<file path="src/rtl/debouncer_pkg.sv">
// rtl/debouncer_pkg.sv - shared constants and width helper for the debouncer family
package debouncer_pkg;

    localparam int DEF_N_MAX       = 50;
    localparam int DEF_SYNC_STAGES = 2;
    localparam int DEF_CLK_HZ      = 50_000_000;

    // Width of a counter that must hold values 0..x inclusive.
    function automatic int cnt_width(input int x);
        return $clog2(x + 1);
    endfunction

endpackage

</file>
<file path="src/rtl/debouncer_ch.sv">
// rtl/debouncer_ch.sv - one debounce channel: synchroniser, filter, edge and long-press pulses
module debouncer_ch
    import debouncer_pkg::*;
#(
    parameter int N_MAX       = DEF_N_MAX,
    parameter int SYNC_STAGES = DEF_SYNC_STAGES,
    parameter int LONG_MAX    = 0
) (
    input  logic clk,
    input  logic rst_a_p,
    input  logic din,
    output logic dout,
    output logic rise,
    output logic fall,
    output logic long_press
);

    localparam int CW = cnt_width(N_MAX);

    logic [SYNC_STAGES-1:0] sync_q;
    logic                   sync_lvl;
    logic [CW-1:0]          cnt;

    assign sync_lvl = sync_q[SYNC_STAGES-1];

    // Metastability chain; the oldest sample sits in the MSB.
    always_ff @(posedge clk) begin
        if (rst_a_p) begin
            sync_q <= '0;
        end else begin
            sync_q <= (sync_q << 1) | SYNC_STAGES'(din);
        end
    end

    // Stability filter: accept a new level only after N_MAX consecutive mismatching cycles.
    always_ff @(posedge clk) begin
        if (rst_a_p) begin
            cnt  <= '0;
            dout <= 1'b0;
            rise <= 1'b0;
            fall <= 1'b0;
        end else begin
            rise <= 1'b0;
            fall <= 1'b0;
            if (sync_lvl != dout) begin
                if (cnt == CW'(N_MAX - 1)) begin
                    cnt  <= '0;
                    dout <= sync_lvl;
                    rise <= sync_lvl;
                    fall <= ~sync_lvl;
                end else begin
                    cnt <= cnt + CW'(1);
                end
            end else begin
                cnt <= '0;
            end
        end
    end

    generate
        if (LONG_MAX > 0) begin : g_long
            localparam int LW = cnt_width(LONG_MAX);
            logic [LW-1:0] lcnt;

            // Count cycles of dout high; saturate at LONG_MAX so the pulse fires only once per press.
            always_ff @(posedge clk) begin
                if (rst_a_p) begin
                    lcnt       <= '0;
                    long_press <= 1'b0;
                end else begin
                    long_press <= 1'b0;
                    if (!dout) begin
                        lcnt <= '0;
                    end else if (lcnt < LW'(LONG_MAX)) begin
                        lcnt       <= lcnt + LW'(1);
                        long_press <= (lcnt == LW'(LONG_MAX - 1));
                    end
                end
            end
        end else begin : g_no_long
            assign long_press = 1'b0;
        end
    endgenerate

endmodule

</file>
<file path="src/rtl/debouncer_multi.sv">
// rtl/debouncer_multi.sv - N_CH independent debounce channels with a shared change flag
module debouncer_multi
    import debouncer_pkg::*;
#(
    parameter int N_CH        = 4,
    parameter int N_MAX       = DEF_N_MAX,
    parameter int SYNC_STAGES = DEF_SYNC_STAGES,
    parameter int LONG_MAX    = 0
) (
    input  logic            clk,
    input  logic            rst_a_p,
    input  logic [N_CH-1:0] din,
    output logic [N_CH-1:0] dout,
    output logic [N_CH-1:0] rise,
    output logic [N_CH-1:0] fall,
    output logic [N_CH-1:0] long_press,
    output logic            any_change
);

    generate
        if (N_CH < 1) begin : g_bad_n_ch
            $error("debouncer_multi: N_CH must be >= 1");
        end
        if (N_MAX < 1) begin : g_bad_n_max
            $error("debouncer_multi: N_MAX must be >= 1");
        end
        if (SYNC_STAGES < 1) begin : g_bad_sync
            $error("debouncer_multi: SYNC_STAGES must be >= 1");
        end
        if (LONG_MAX < 0) begin : g_bad_long
            $error("debouncer_multi: LONG_MAX must be >= 0");
        end
    endgenerate

    genvar i;
    generate
        for (i = 0; i < N_CH; i++) begin : g_ch
            debouncer_ch #(
                .N_MAX       (N_MAX),
                .SYNC_STAGES (SYNC_STAGES),
                .LONG_MAX    (LONG_MAX)
            ) u_ch (
                .clk        (clk),
                .rst_a_p    (rst_a_p),
                .din        (din[i]),
                .dout       (dout[i]),
                .rise       (rise[i]),
                .fall       (fall[i]),
                .long_press (long_press[i])
            );
        end
    endgenerate

    // Pulses are registered per channel, so this OR lines up with them.
    assign any_change = |(rise | fall);

endmodule

</file>
<file path="config.mk">
export PLATFORM = sky130hd
export DESIGN_NAME = debouncer_multi
export DESIGN_NICKNAME = d
export VERILOG_FILES = /design/src/rtl/debouncer_pkg.sv /design/src/rtl/debouncer_ch.sv /design/src/rtl/debouncer_multi.sv
export SDC_FILE = /design/constraint.sdc
export NUM_CORES = 1
export LEC_CHECK = 0
export BUFFER_PORTS_ARGS = -buffer_cell sky130_fd_sc_hd__buf_2
export CAP_MARGIN = 20
export CORE_ASPECT_RATIO = 1.2
export CORE_MARGIN = 8
export CORE_UTILIZATION = 60
export CTS_CLUSTER_DIAMETER = 80
export CTS_CLUSTER_SIZE = 25
export DETAILED_ROUTE_END_ITERATION = 10
export PLACE_DENSITY_LB_ADDON = 0.3
export SETUP_SLACK_MARGIN = 0.4
export SLEW_MARGIN = 10
export SYNTH_ARGS = -nofsm -noshare
export SYNTH_HDL_FRONTEND = slang
export SYNTH_SLANG_ARGS = --single-unit
</file>
<file path="constraint.sdc">
create_clock -name clk -period 2.95 [get_ports clk]
set_input_delay 0.295 -clock clk [delete_from_list [all_inputs] [get_ports clk]]
set_output_delay 0.295 -clock clk [all_outputs]
set_load 0.02 [all_outputs]
</file>
# --- After elaboration in Yosys (flattened, before gate mapping) ---
# Cells that the tools add are included.
op_classes:
  n_addsub: 4
  mul: 0
  n_div: 0
  order_cmp: 0
  n_eq_ne: 8
  n_shift: 0
  muxes: 0
  bitwise_logic: 17
  n_reduce_logical: 13
ops:
  columns: ["cell", "n"]
  rows:
  - ["6-bit by 1-bit adder with 6-bit output (second input constant)", 4]
  - ["6-bit equality test (second input constant)", 4]
  - ["3-bit OR reduction", 8]
  - ["1-bit NOT", 12]
  - ["2-bit by 1-bit bitwise OR with 2-bit output", 4]
  - ["2-bit AND reduction", 4]
  - ["1-bit != test", 4]
  - ["4-bit bitwise OR", 1]
  - ["4-bit OR reduction", 1]
totals:
  register_bits: 44
  latch_bits: 0
  ram_bits: 0
  romBits: 0
  input_bits: 6
  wordCells: 62
  memories: 0

# --- Logic depth before layout (Yosys ltp) ---
logic_depth:
  ltp_word: 3
  mapped_depth: 5
  mapped_depth_nobuf: 5

# --- By module ---
# Synthesis repeated with hierarchy kept, for this count alone.
hier_totals:
  cells_unflattened: 183
  area_unflattened_um2: 1773.0
by_module_without_submodules:
  columns: ["mod", "n_inst", "cells_per_inst", "area_each_um2"]
  rows:
  - ["debouncer_ch", 4, 45, 439.2]
  - ["debouncer_multi", 1, 3, 16.3]

# --- Worst setup path after synthesis ---
# No wires, ideal clock.
synth_path:
  path_type: "flip-flop to flip-flop"
  from: "register g_ch[3].u_ch.cnt[0]"
  to: "register g_ch[3].u_ch.cnt[2]"
  setup_time_ps: 131
  arrival_time_ps: 1071
  t_required_ps: 2819
  slack_ps: 1747
  stages_incl_launch_ff: 5
  n_path_buf: 0
  path_cell_list: "dfxtp_1 > ha_1 > nand4bb_4 > o211ai_1 > nor2_1"
synth_between:
  elab_chain_cells: 2
  word_cells_on_any_way: 3
  cone_classes: "add/sub: 1; eq/ne: 1; reduce/logical: 1"
synth_lines:
  columns: ["element", "line", "rtl"]
  rows:
  - ["from (decl)", "debouncer_ch.sv:22", "logic [CW-1:0] cnt;"]
  - ["from (signal assigned)", "debouncer_ch.sv:52", "cnt <= cnt + CW'(1);"]
  - ["branches (longest 2 deep; another with 6-bit by 1-bit adder with 6-bit output)", null, null]
# Parallel ways; which one is timed is not known.
# A chain may end at the register's enable or synchronous reset.

# --- Worst setup path in the final report ---
layout_path:
  from: "register g_ch[0].u_ch.fall"
  to: "output port any_change"
layout_between:
  elab_chain_cells: 2
layout_lines:
  columns: ["element", "line", "rtl"]
  rows:
  - ["from (decl)", "debouncer_ch.sv:14", "output logic fall,"]
  - ["from (signal assigned)", "debouncer_ch.sv:50", "fall <= ~sync_lvl;"]
  - ["4-bit bitwise OR", "debouncer_multi.sv:55", "assign any_change = |(rise | fall);"]
  - ["4-bit OR reduction", "debouncer_multi.sv:55", null]
  - ["to (decl)", "debouncer_multi.sv:17", "output logic any_change"]
# Every way passes these cells.

==> implementation parameters <==
Parameter                              Value

Job
  Reported max-cap violation count    0

Finish
  Utilization after layout    approximately 67%
  Antenna cells    0
  Most common cell after layout, fill and taps aside    sky130_fd_sc_hd__dfxtp_1
  Storage cell area    roughly 900 µm²
  Post-route cell area    1874 µm²
  Commonest non-fill, non-tap cells in the layout    44 x sky130_fd_sc_hd__dfxtp_1, 20 x sky130_fd_sc_hd__nor2_1, 18 x sky130_fd_sc_hd__buf_2
  Area occupied by multi-input gates    between 700 and 800 µm²
  Fill count    ~240
  Net count of the finished layout    roughly 220
  Fraction of final layout cells with drive strength greater than 1    12.87%
  Synth-to-layout area growth    4.390%
  Final std cells w/o fill    around 240

Pwr
  Peak supply drop    around 0.42 mV
  Power per Cell Area    roughly 500 nW/µm²
  Final Power    928.6 µW
  Pleak    0.7184 nW

Critical path
  Register-to-Register Path Depth    4
  Worst endpoint data arrival time    1220 ps
  End of the worst register-to-register path    g_ch[1].u_ch.cnt[5]
  Worst setup endpoint    any_change
  Biggest fanout along the worst timing path    2
  Setup CP Type    reg -> out
  Critical Path Start    g_ch[0].u_ch.fall
  CP Launch Type    flip-flop
  Endpoint class of the critical path    primary output
  Reg2reg start    g_ch[1].u_ch.cnt[0]
  Register-to-register setup slack    1520 ps
  Data required time at the worst endpoint    between 2000 and 3000 ps

Clock tree
  CTS Root Buffer Type    sky130_fd_sc_hd__clkbuf_4
  Num CTS Buffers    5
  Register clock-pin slew on the reported worst setup and hold paths    around 120 ps
  CTS tree    yes
  Count of buffers added by post-CTS timing repair for setup    0
  Clock latency on the worst-skew pair    360 ps
  Quantity of gates resized following cts    0
  Hold buffer count at CTS    0
  CTS sink count    44
  Maximum number of buffers from clock root to sink    2
  H-tree lvl count    2

Place
  Area post-placement    1815 µm²
  Weighted congestion at the end of routability-driven global placement    between 0.7 and 0.8
  Final HPWL DP    2170 µm
  Inst Count DP    228
  Worst Setup Slack post-DPL    1538 ps
  Port bufs    18

Timing
  Period utilisation layout    51.34%
  Actual transition at the worst max-transition pin    around 500 ps
  Minimum clock period after layout    around 1500 ps
  Count of final max-slew check failures    0
  Total count of hold-check failures in the final report    0
  Hold Slack    141.1 ps
  Final setup TNS    0 ps
  Final setup fails    0
  RSZ-0062 raised after global routing    false
  Relative slew slack    about two thirds
  Final setup slack of the worst path    1436 ps
  Layout Skew    approximately 8 ps
  Achievable clock frequency    0.6603 GHz

Die
  Placeable core area    2811 µm²
  Starting utilization of the core area    ~64%
  Total die area    roughly 5000 µm²
  Io pins    23
  Die Width    65.94 µm
  Site Rows    21
  Floorplan die height    approximately 76 µm

Route
  Wire length after detailed routing    between 2000 and 3000 µm
  Number of detailed-route iterations in the first pass    4
  Vias per cell    approximately 5.2
  Routed Antenna Nets    0
  DR DRC count    0
  Via total after detailed routing    between 1000 and 1500
  1st-iter DRT viols    39
  Average detailed-routed wire length per instance    between 10 and 15 µm

Status
  Result of the run    finished clean

Synth
  EDFF count, synth    0
  Synth async-reset ratio    0%
  Fraction of post-synthesis cell area in the top cell type by area    49.06%
  Number of instances in the synthesized netlist    190
  Sequential element share of the synthesized area    between 40% and 50%
  Post-synthesis sequential element count    44
  Cell type with the highest aggregate area in the netlist    sky130_fd_sc_hd__dfxtp_1
  Synth Flop Type    sky130_fd_sc_hd__dfxtp_1
  Yosys Warn Count    0
  Netlist area before placement    approximately 1800 µm²
  Synthesized area per cell    approximately 9.4 µm²
  Area contributors post-synth    sky130_fd_sc_hd__dfxtp_1 49%, sky130_fd_sc_hd__buf_4 6.7%, sky130_fd_sc_hd__ha_1 5.6%
  Number of unique standard cell types used by synthesis    22

Hold path
  Path category of the worst min-delay check    in -> reg

GRT
  Via count of the first global-routing pass    1190
  Largest net degree at the start of global routing    14
  First-pass GRT wire length    about 4900 µm
  Initial antenna violation count    0
  Tot GR Track Use    about 12%
  Grt ovf    0
## metal layers
layer	global-route usage [%]	routed length (µm)	vias up
met3	4.118	220	7
met5	0	0	-
met2	19.84	1349	31
met4	9.422	85	0
met1	12.76	1174	556
li1	-	-	627
## flip-flops by register name, summed over array words and instances, names as in the netlist
register,count
g_ch.u_ch.dout,4
g_ch.u_ch.fall,4
g_ch.u_ch.cnt,24
g_ch.u_ch.rise,4
g_ch.u_ch.sync_q,8
## synth_stat cells, drive strengths merged (9+ instances only)
library cell / instances
inv: 13
nor2: 20
dfxtp: 44
buf: 16
nand2: 9
xor2: 9
## cell type report
type                            count  area share [%]
Sequential cell                    44           47.00
Timing Repair Buffer               18           4.806
Clock buffer                        8           3.138
Multi-Input combinational cell    119           40.19
Tap cell                           34           2.270
Inverter                           13           2.603
## how the worst min path moves through the flow
stage / start / endpoint / slack, ps / cells past startpoint
floorplan: rst_a_p / g_ch[0].u_ch.sync_q[1] / 370 / 1
global placement: g_ch[3].u_ch.sync_q[0] / g_ch[3].u_ch.sync_q[1] / 420 / 1
detailed placement: g_ch[3].u_ch.sync_q[0] / g_ch[3].u_ch.sync_q[1] / 420 / 1
CTS: din[1] / g_ch[1].u_ch.sync_q[0] / 120 / 2
global route: din[1] / g_ch[1].u_ch.sync_q[0] / 130 / 2
finish: din[1] / g_ch[1].u_ch.sync_q[0] / 140 / 2
## cells by family after synthesis
logic type | share of synthesized area (%)
and+or+nand+nor | 21.60
DFF | 49.06
buffers and inverters | 9.617
AOI/OAI and AO/OA | 6.133
xor gates and xnor gates | 7.805
adders and majority gates | 5.575
other | 0.2089
## power by group
part           internal [mW]  total (mW)  switching [mW]
Clock                  0.118       0.298           0.181
Combinational        0.00838      0.0253          0.0169
Sequential             0.601       0.605         0.00416
Total                  0.727       0.929           0.202
## critical path, cell delays in order (launching register included)
cell and delay (ps):
sky130_fd_sc_hd__dfxtp_1 330, sky130_fd_sc_hd__nor4_1 290, sky130_fd_sc_hd__nand2_1 80, sky130_fd_sc_hd__buf_2 160
(Power assumes the default switching activity.)
